$ cat src/rtl/mem_stage_if.sv
// rtl/mem_stage_if.sv - data-memory bus between the memory stage and the memory
//
// Single-outstanding request/ready bus with a separate rvalid response.
//   dmem_req    stage -> mem  request valid
//   dmem_we     stage -> mem  1 = store, 0 = load
//   dmem_addr   stage -> mem  word-aligned byte address
//   dmem_be     stage -> mem  byte enables
//   dmem_wdata  stage -> mem  store data, replicated across lanes
//   dmem_ready  mem -> stage  request accepted this cycle
//   dmem_rvalid mem -> stage  load data valid
//   dmem_rdata  mem -> stage  load data word
interface mem_stage_if;
  logic        dmem_req;
  logic        dmem_we;
  logic [31:0] dmem_addr;
  logic [3:0]  dmem_be;
  logic [31:0] dmem_wdata;
  logic        dmem_ready;
  logic        dmem_rvalid;
  logic [31:0] dmem_rdata;

  modport master (
    output dmem_req, dmem_we, dmem_addr, dmem_be, dmem_wdata,
    input  dmem_ready, dmem_rvalid, dmem_rdata
  );

  modport slave (
    input  dmem_req, dmem_we, dmem_addr, dmem_be, dmem_wdata,
    output dmem_ready, dmem_rvalid, dmem_rdata
  );
endinterface

$ cat src/rtl/mem_stage.sv
// rtl/mem_stage.sv - pipeline memory-access stage (EX/MEM -> MEM/WB)
//
// Decodes loads/stores from the EX/MEM instruction word, performs one data
// access at a time on the dmem bus, formats load data and registers MEM/WB.
// Non-memory instructions pass through in one cycle; memory operations hold
// the upstream pipeline through mem_stall until they complete.
//
// Optional feature macro: MEM_MISALIGN_TRAP_EN. When defined, misaligned
// halfword/word accesses skip the bus and complete at once with
// mem_misalign = 1. When undefined, the address is force-aligned instead.
//
// Ports:
//   clk, reset                 clock, asynchronous active-low reset
//   ex_mem_valid/ir/alu/b      EX/MEM bundle (alu = effective address)
//   dmem                       data-memory bus (master side)
//   mem_stall                  hold EX/MEM (combinational)
//   mem_wb_valid/ir/alu/lmd    registered MEM/WB bundle
//   mem_misalign               misaligned-access flag
module mem_stage (
  input  logic               clk,
  input  logic               reset,
  input  logic               ex_mem_valid,
  input  logic [31:0]        ex_mem_ir,
  input  logic [31:0]        ex_mem_alu,
  input  logic [31:0]        ex_mem_b,
  mem_stage_if.master        dmem,
  output logic               mem_stall,
  output logic               mem_wb_valid,
  output logic [31:0]        mem_wb_ir,
  output logic [31:0]        mem_wb_alu,
  output logic [31:0]        mem_wb_lmd,
  output logic               mem_misalign
);

  typedef enum logic [1:0] {IDLE, REQ, RESP} state_t;

  state_t      state_q, state_d;
  logic        we_q, we_d;
  logic [31:0] addr_q, addr_d;
  logic [3:0]  be_q, be_d;
  logic [31:0] wdata_q, wdata_d;
  logic [1:0]  off_q, off_d;
  logic [2:0]  f3_q, f3_d;
  logic        wb_valid_q, wb_valid_d;
  logic [31:0] wb_ir_q, wb_ir_d;
  logic [31:0] wb_alu_q, wb_alu_d;
  logic [31:0] wb_lmd_q, wb_lmd_d;
  logic        misalign_q, misalign_d;

  // Decode of the incoming bundle
  logic [2:0]  funct3;
  logic        is_load, is_store, is_mem, is_b, is_h, trap;
  logic [1:0]  raw_off, off_calc;
  logic [3:0]  be_calc;
  logic [31:0] wdata_calc;

  assign funct3   = ex_mem_ir[14:12];
  assign is_load  = (ex_mem_ir[6:0] == 7'b0000011);
  assign is_store = (ex_mem_ir[6:0] == 7'b0100011);
  assign is_mem   = ex_mem_valid & (is_load | is_store);
  assign is_b     = (funct3 == 3'b000) | (funct3 == 3'b100);
  assign is_h     = (funct3 == 3'b001) | (funct3 == 3'b101);
  assign raw_off  = ex_mem_alu[1:0];

`ifdef MEM_MISALIGN_TRAP_EN
  logic misaligned;
  assign misaligned = (is_h & raw_off[0]) | (~is_b & ~is_h & (raw_off != 2'b00));
  assign trap       = is_mem & misaligned;
`else
  assign trap       = 1'b0;
`endif

  // Offset cleared to natural alignment; only matters when not trapping.
  assign off_calc   = is_b ? raw_off : (is_h ? {raw_off[1], 1'b0} : 2'b00);
  assign be_calc    = is_b ? (4'b0001 << off_calc)
                    : (is_h ? (4'b0011 << {off_calc[1], 1'b0}) : 4'b1111);
  assign wdata_calc = is_b ? {4{ex_mem_b[7:0]}}
                    : (is_h ? {2{ex_mem_b[15:0]}} : ex_mem_b);

  // Load formatting from the captured size/offset
  logic [7:0]  lane_b;
  logic [15:0] lane_h;
  logic [31:0] lmd_fmt;

  always_comb begin
    lane_b = dmem.dmem_rdata[7:0];
    case (off_q)
      2'd1:    lane_b = dmem.dmem_rdata[15:8];
      2'd2:    lane_b = dmem.dmem_rdata[23:16];
      2'd3:    lane_b = dmem.dmem_rdata[31:24];
      default: lane_b = dmem.dmem_rdata[7:0];
    endcase
    lane_h = off_q[1] ? dmem.dmem_rdata[31:16] : dmem.dmem_rdata[15:0];
    case (f3_q)
      3'b000:  lmd_fmt = {{24{lane_b[7]}}, lane_b};
      3'b100:  lmd_fmt = {24'd0, lane_b};
      3'b001:  lmd_fmt = {{16{lane_h[15]}}, lane_h};
      3'b101:  lmd_fmt = {16'd0, lane_h};
      default: lmd_fmt = dmem.dmem_rdata;
    endcase
  end

  // Next-state and MEM/WB update
  always_comb begin
    state_d    = state_q;
    we_d       = we_q;
    addr_d     = addr_q;
    be_d       = be_q;
    wdata_d    = wdata_q;
    off_d      = off_q;
    f3_d       = f3_q;
    wb_valid_d = 1'b0;
    wb_ir_d    = wb_ir_q;
    wb_alu_d   = wb_alu_q;
    wb_lmd_d   = wb_lmd_q;
    misalign_d = 1'b0;
    mem_stall  = 1'b0;
    case (state_q)
      IDLE: begin
        if (is_mem && !trap) begin
          mem_stall = 1'b1;
          we_d      = is_store;
          addr_d    = {ex_mem_alu[31:2], 2'b00};
          be_d      = be_calc;
          wdata_d   = wdata_calc;
          off_d     = off_calc;
          f3_d      = funct3;
          state_d   = REQ;
        end else begin
          // Pass-through; a trapped access also completes here with lmd = 0.
          wb_valid_d = ex_mem_valid;
          wb_ir_d    = ex_mem_ir;
          wb_alu_d   = ex_mem_alu;
          wb_lmd_d   = 32'd0;
          misalign_d = trap;
        end
      end
      REQ: begin
        mem_stall = !(dmem.dmem_ready && we_q);
        if (dmem.dmem_ready) begin
          if (we_q) begin
            wb_valid_d = 1'b1;
            wb_ir_d    = ex_mem_ir;
            wb_alu_d   = ex_mem_alu;
            wb_lmd_d   = 32'd0;
            state_d    = IDLE;
          end else begin
            state_d    = RESP;
          end
        end
      end
      RESP: begin
        mem_stall = !dmem.dmem_rvalid;
        if (dmem.dmem_rvalid) begin
          wb_valid_d = 1'b1;
          wb_ir_d    = ex_mem_ir;
          wb_alu_d   = ex_mem_alu;
          wb_lmd_d   = lmd_fmt;
          state_d    = IDLE;
        end
      end
      default: state_d = IDLE;
    endcase
  end

  always_ff @(posedge clk or negedge reset) begin
    if (!reset) begin
      state_q    <= IDLE;
      we_q       <= 1'b0;
      addr_q     <= 32'd0;
      be_q       <= 4'd0;
      wdata_q    <= 32'd0;
      off_q      <= 2'd0;
      f3_q       <= 3'd0;
      wb_valid_q <= 1'b0;
      wb_ir_q    <= 32'd0;
      wb_alu_q   <= 32'd0;
      wb_lmd_q   <= 32'd0;
      misalign_q <= 1'b0;
    end else begin
      state_q    <= state_d;
      we_q       <= we_d;
      addr_q     <= addr_d;
      be_q       <= be_d;
      wdata_q    <= wdata_d;
      off_q      <= off_d;
      f3_q       <= f3_d;
      wb_valid_q <= wb_valid_d;
      wb_ir_q    <= wb_ir_d;
      wb_alu_q   <= wb_alu_d;
      wb_lmd_q   <= wb_lmd_d;
      misalign_q <= misalign_d;
    end
  end

  // Request is a decode of the state register, so reset drops it at once.
  assign dmem.dmem_req   = (state_q == REQ);
  assign dmem.dmem_we    = we_q;
  assign dmem.dmem_addr  = addr_q;
  assign dmem.dmem_be    = be_q;
  assign dmem.dmem_wdata = wdata_q;

  assign mem_wb_valid = wb_valid_q;
  assign mem_wb_ir    = wb_ir_q;
  assign mem_wb_alu   = wb_alu_q;
  assign mem_wb_lmd   = wb_lmd_q;
  assign mem_misalign = misalign_q;

endmodule

$ cat src/flat_wrapper.sv
// flat-port wrapper written by rule: the top's interface ports become plain ports
module mem_stage_flat 
  (clk, reset, ex_mem_valid, ex_mem_ir, ex_mem_alu, ex_mem_b, mem_stall, mem_wb_valid, mem_wb_ir, mem_wb_alu, mem_wb_lmd, mem_misalign, dmem_dmem_req, dmem_dmem_we, dmem_dmem_addr, dmem_dmem_be, dmem_dmem_wdata, dmem_dmem_ready, dmem_dmem_rvalid, dmem_dmem_rdata);
  mem_stage_if dmem_i ();
  input  logic clk;
  input  logic reset;
  input  logic ex_mem_valid;
  input  logic [31:0] ex_mem_ir;
  input  logic [31:0] ex_mem_alu;
  input  logic [31:0] ex_mem_b;
  output logic mem_stall;
  output logic mem_wb_valid;
  output logic [31:0] mem_wb_ir;
  output logic [31:0] mem_wb_alu;
  output logic [31:0] mem_wb_lmd;
  output logic mem_misalign;
  output wire logic [$bits(dmem_i.dmem_req)-1:0] dmem_dmem_req;
  output wire logic [$bits(dmem_i.dmem_we)-1:0] dmem_dmem_we;
  output wire logic [$bits(dmem_i.dmem_addr)-1:0] dmem_dmem_addr;
  output wire logic [$bits(dmem_i.dmem_be)-1:0] dmem_dmem_be;
  output wire logic [$bits(dmem_i.dmem_wdata)-1:0] dmem_dmem_wdata;
  input wire logic [$bits(dmem_i.dmem_ready)-1:0] dmem_dmem_ready;
  input wire logic [$bits(dmem_i.dmem_rvalid)-1:0] dmem_dmem_rvalid;
  input wire logic [$bits(dmem_i.dmem_rdata)-1:0] dmem_dmem_rdata;
  assign dmem_dmem_req = dmem_i.dmem_req;
  assign dmem_dmem_we = dmem_i.dmem_we;
  assign dmem_dmem_addr = dmem_i.dmem_addr;
  assign dmem_dmem_be = dmem_i.dmem_be;
  assign dmem_dmem_wdata = dmem_i.dmem_wdata;
  assign dmem_i.dmem_ready = dmem_dmem_ready;
  assign dmem_i.dmem_rvalid = dmem_dmem_rvalid;
  assign dmem_i.dmem_rdata = dmem_dmem_rdata;
  mem_stage u_core (.clk(clk), .reset(reset), .ex_mem_valid(ex_mem_valid), .ex_mem_ir(ex_mem_ir), .ex_mem_alu(ex_mem_alu), .ex_mem_b(ex_mem_b), .dmem(dmem_i), .mem_stall(mem_stall), .mem_wb_valid(mem_wb_valid), .mem_wb_ir(mem_wb_ir), .mem_wb_alu(mem_wb_alu), .mem_wb_lmd(mem_wb_lmd), .mem_misalign(mem_misalign));
endmodule
$ cat config.mk
export PLATFORM = sky130hd
export DESIGN_NAME = mem_stage_flat
export DESIGN_NICKNAME = d
export VERILOG_FILES = /design/src/rtl/mem_stage_if.sv /design/src/rtl/mem_stage.sv /design/src/flat_wrapper.sv
export SDC_FILE = /design/constraint.sdc
export NUM_CORES = 1
export LEC_CHECK = 0
export BUFFER_PORTS_ARGS = -buffer_cell sky130_fd_sc_hd__buf_2
export CORE_ASPECT_RATIO = 0.5
export CORE_MARGIN = 2
export CORE_UTILIZATION = 25
export CTS_CLUSTER_SIZE = 28
export DETAILED_ROUTE_END_ITERATION = 7
export PLACE_DENSITY = 0.54
export SYNTH_ARGS = -nofsm -noshare
export SYNTH_HDL_FRONTEND = slang
export SYNTH_SLANG_ARGS = --single-unit
$ cat constraint.sdc
create_clock -name clk -period 1.9 [get_ports clk]
set_input_delay 0.38 -clock clk [delete_from_list [all_inputs] [get_ports clk]]
set_output_delay 0.38 -clock clk [all_outputs]
set_load 0.02 [all_outputs]
==> reports/metrics.yaml <==
fin_crit_ns: 2.01
final_cell_mix: "buf_2, dfrtp_1, nand2_1, mux2_2, o21ai_0"
worstPathMaxFanout: 6
critical_path_class: "reg2out"
grt_busiest_layer: "met2"
cts_max_level: 4
grt-ovfl-total: 0
power.total_w: 0.00923
grt_pass1_vias: 6214
maxSlewViolCount: 0
synth-seq-cells: 171
clkSlewWorstSetupHoldPaths_ns: 0.07
core_area_sq_um: 29100
worstHoldPathType: "in2reg"
synth_fa_ha_area_share_pct: 0
wl_per_cell_um: 17.9
grt_use_total_pct: 15.5
area_growth_pct: 40.9
grt_max_degree: 80
clkSinkCount: 171
first_iter_violations: 420
critPathSlowestCell: "dfrtp_2"
dp_hpwl_um: 18300
crit_path_max_incr_delay_ns: 0.42
ant_nets: 0
io_buffers: 298
global_route.usage.met3_pct: 3.88
cts_root_buffer: "clkbuf_16"
avgSynthCellArea_sq_um: 11.1
netlist_area_sq_um: 7420
seqCellArea_sq_um: 4280
place_inst: 1343
route.detailed.drc: 0
worst_slew_pin_slew_ns: 0.551
grt_antenna_before_repair: 3
yosys-mux-area-fraction_pct: 13.8
totalWireLength_um: 25100
yosysUniqueCellTypes: 47
cap_violations: 0
gp_congestion: 0.844
met2_usage_pct: 27.1
gr-usage-met1_pct: 18.5
via_per_inst: 4.47
synthCells: 668
arrival_ns: 1.63
dieArea_sq_um: 31200
row_count: 44
n_fill_cell: 2901
peakVddDrop_v: 0.000653
die_y_um: 126
min_period_over_period_pct: 106
p_int_w: 0.00641
grt_pass1_wl_um: 36600
synth_compound_area_share_pct: 11.8
numCtsBuffers: 17
skew_ns: 0.0103
yosysTopAreaCell: "dfrtp_1"
synth_xor_area_share_pct: 0
multiInputGateArea_sq_um: 2950
fmax_mhz: 497
yosysSeqAreaShare_pct: 57.7
final_cell_count_no_fill: 1397
synth_edf_count: 0
cp-start-kind: "register"
synth_simple_gate_area_share_pct: 12.7
end_kind: "output pin"
synth_top_area_share_pct: 57.7
firstDrtPassIters: 4
worst_slack_ns: -0.114
status: "finished, violations left"
hold_ws_ns: 0.134
synthArstFlopShare_pct: 100
crit_chain: "nor2b_2, and4b_2, or3_4, buf_6"
ios: 302
cts_max_path_buffers: 2
nNetsFinal: 1123
synthFlopType: "dfrtp_1"
p_sw_share_pct: 30.5
ys_top_cells_by_area: "dfrtp_1, mux2_2, nand2_1"
mostFrequentLayoutCell: "buf_2"
grt_setup_unrepaired: "yes"
p_comb_share_pct: 19.2
power_frac_seq_pct: 44.6
synth_top_family_by_area: "multiplexers"
cts_tree: "built"
power_switching_w: 0.00281
die_w_um: 248
powerDensity_nw_per_um2: 883
violations: "negative setup slack"
hold_viol_final: 0
maxSlewHeadroom_pct: 62.4
setup_viol: 27
worstPathRequired_ns: 1.52
p_clk_share_pct: 36.2
insertion_delay_ns: 0.45
num_vias: 6241
yosysWarnings: 0
drive_above_1_share_pct: 46.6
start_util_pct: 25.5
p_leak_nw: 5.38
## cells by family after synthesis
group,Yosys count
AOI/OAI and AO/OA,123
buffers and inverters,60
DFF,171
muxes,93
other,1
and+or+nand+nor,220
## cells in the mapped netlist, types with 8 or more instances
| cell type | number |
|---|---|
| o21ai_0 | 43 |
| clkbuf_1 | 27 |
| nor2b_1 | 8 |
| mux2_2 | 62 |
| nor2_1 | 15 |
| nand3_1 | 13 |
| mux2i_1 | 30 |
| a21oi_1 | 19 |
| buf_2 | 8 |
| inv_1 | 11 |
| nand2_1 | 160 |
| a221o_1 | 14 |
| dfrtp_1 | 171 |
## final timing paths
path                       slack [ns]  cells past startpoint                                    end                                  start
max                             -0.11                      4                              mem_stall          u_core.state_q[1]$_DFFE_PN0P_
max in group asynchronous        0.87                      3      u_core.mem_wb_lmd[14]$_DFFE_PN0P_                                  reset
min in group asynchronous        0.42                      2      u_core.mem_wb_lmd[11]$_DFFE_PN0P_                                  reset
max reg2reg                     -0.09                      7      u_core.mem_wb_lmd[17]$_DFFE_PN0P_          u_core.state_q[1]$_DFFE_PN0P_
min reg2reg                      0.47                      2  u_core.dmem.dmem_wdata[0]$_DFFE_PN0P_  u_core.dmem.dmem_wdata[0]$_DFFE_PN0P_
min                              0.13                      3   u_core.dmem.dmem_addr[8]$_DFFE_PN0P_                          ex_mem_alu[8]
## power groups by stage
stage | Sequential, W | Combinational, W | Clock, W
2_1_floorplan | 0.00452 | 0.000585 | 0
3_3_place_gp | 0.00417 | 0.00172 | 0
3_5_place_dp | 0.00418 | 0.00174 | 0
4_1_cts | 0.00411 | 0.00175 | 0.00345
5_1_grt | 0.00415 | 0.00193 | 0.00362
6_report | 0.00411 | 0.00177 | 0.00334
## sequential cells by signal, indices dropped and copies added, names as in the netlist
register,cells
u_core.dmem.dmem_we,1
u_core.off_q,2
u_core.dmem.dmem_addr,30
u_core.mem_wb_lmd,32
u_core.mem_wb_alu,32
u_core.mem_wb_valid,1
u_core.dmem.dmem_wdata,32
u_core.f3_q,3
u_core.dmem.dmem_be,4
u_core.state_q,2
u_core.mem_wb_ir,32
## metrics by stage
step	setup WS, ns	setup TNS, ns	util, %	area, sq um
detailed placement	-0.0620	-2.69	32.7	9520
floorplan	0.00448	0	-	7440
global route	-0.173	-6.78	35.9	10500
CTS	-0.169	-0.169	34.7	10100
finish	-0.114	-1.26	35.9	10500
global placement	-0.0449	-2.36	32.7	9520
## metal layers
metal / vias to the layer above / wire (um)
li1: 2971 / -
met1: 3136 / 10600
met2: 105 / 13200
met3: 29 / 771
met4: 0 / 495
met5: - / 0
## area by class of cell
cell class                      count  share of cell area, %
Sequential cell                   171                   41.0
Timing Repair Buffer              348                   20.4
Multi-Input combinational cell    441                   28.2
Clock buffer                       20                   4.46
Clock inverter                     12                  0.838
Inverter                           11                  0.395
Antenna cell                        3                 0.0718
Tap cell                          391                   4.68
## critical path, delay by kind of cell (launching register included)
kind / cells / cell delay [ns]
buf+inv: 1 / 0.14
flops: 1 / 0.42
simple gates: 3 / 0.63
## timing repair
action | in CTS | in global routing
gates resized for setup | 5 | 17
gates cloned | 0 | 12
setup buffers | 2 | 5
hold buffers | 1 | 0
endpoints found under the hold margin | 35 | 0
setup endpoints to repair | 1 | 83
pin swaps | 4 | 17
No activity file was read; power rests on OpenSTA's default activity.
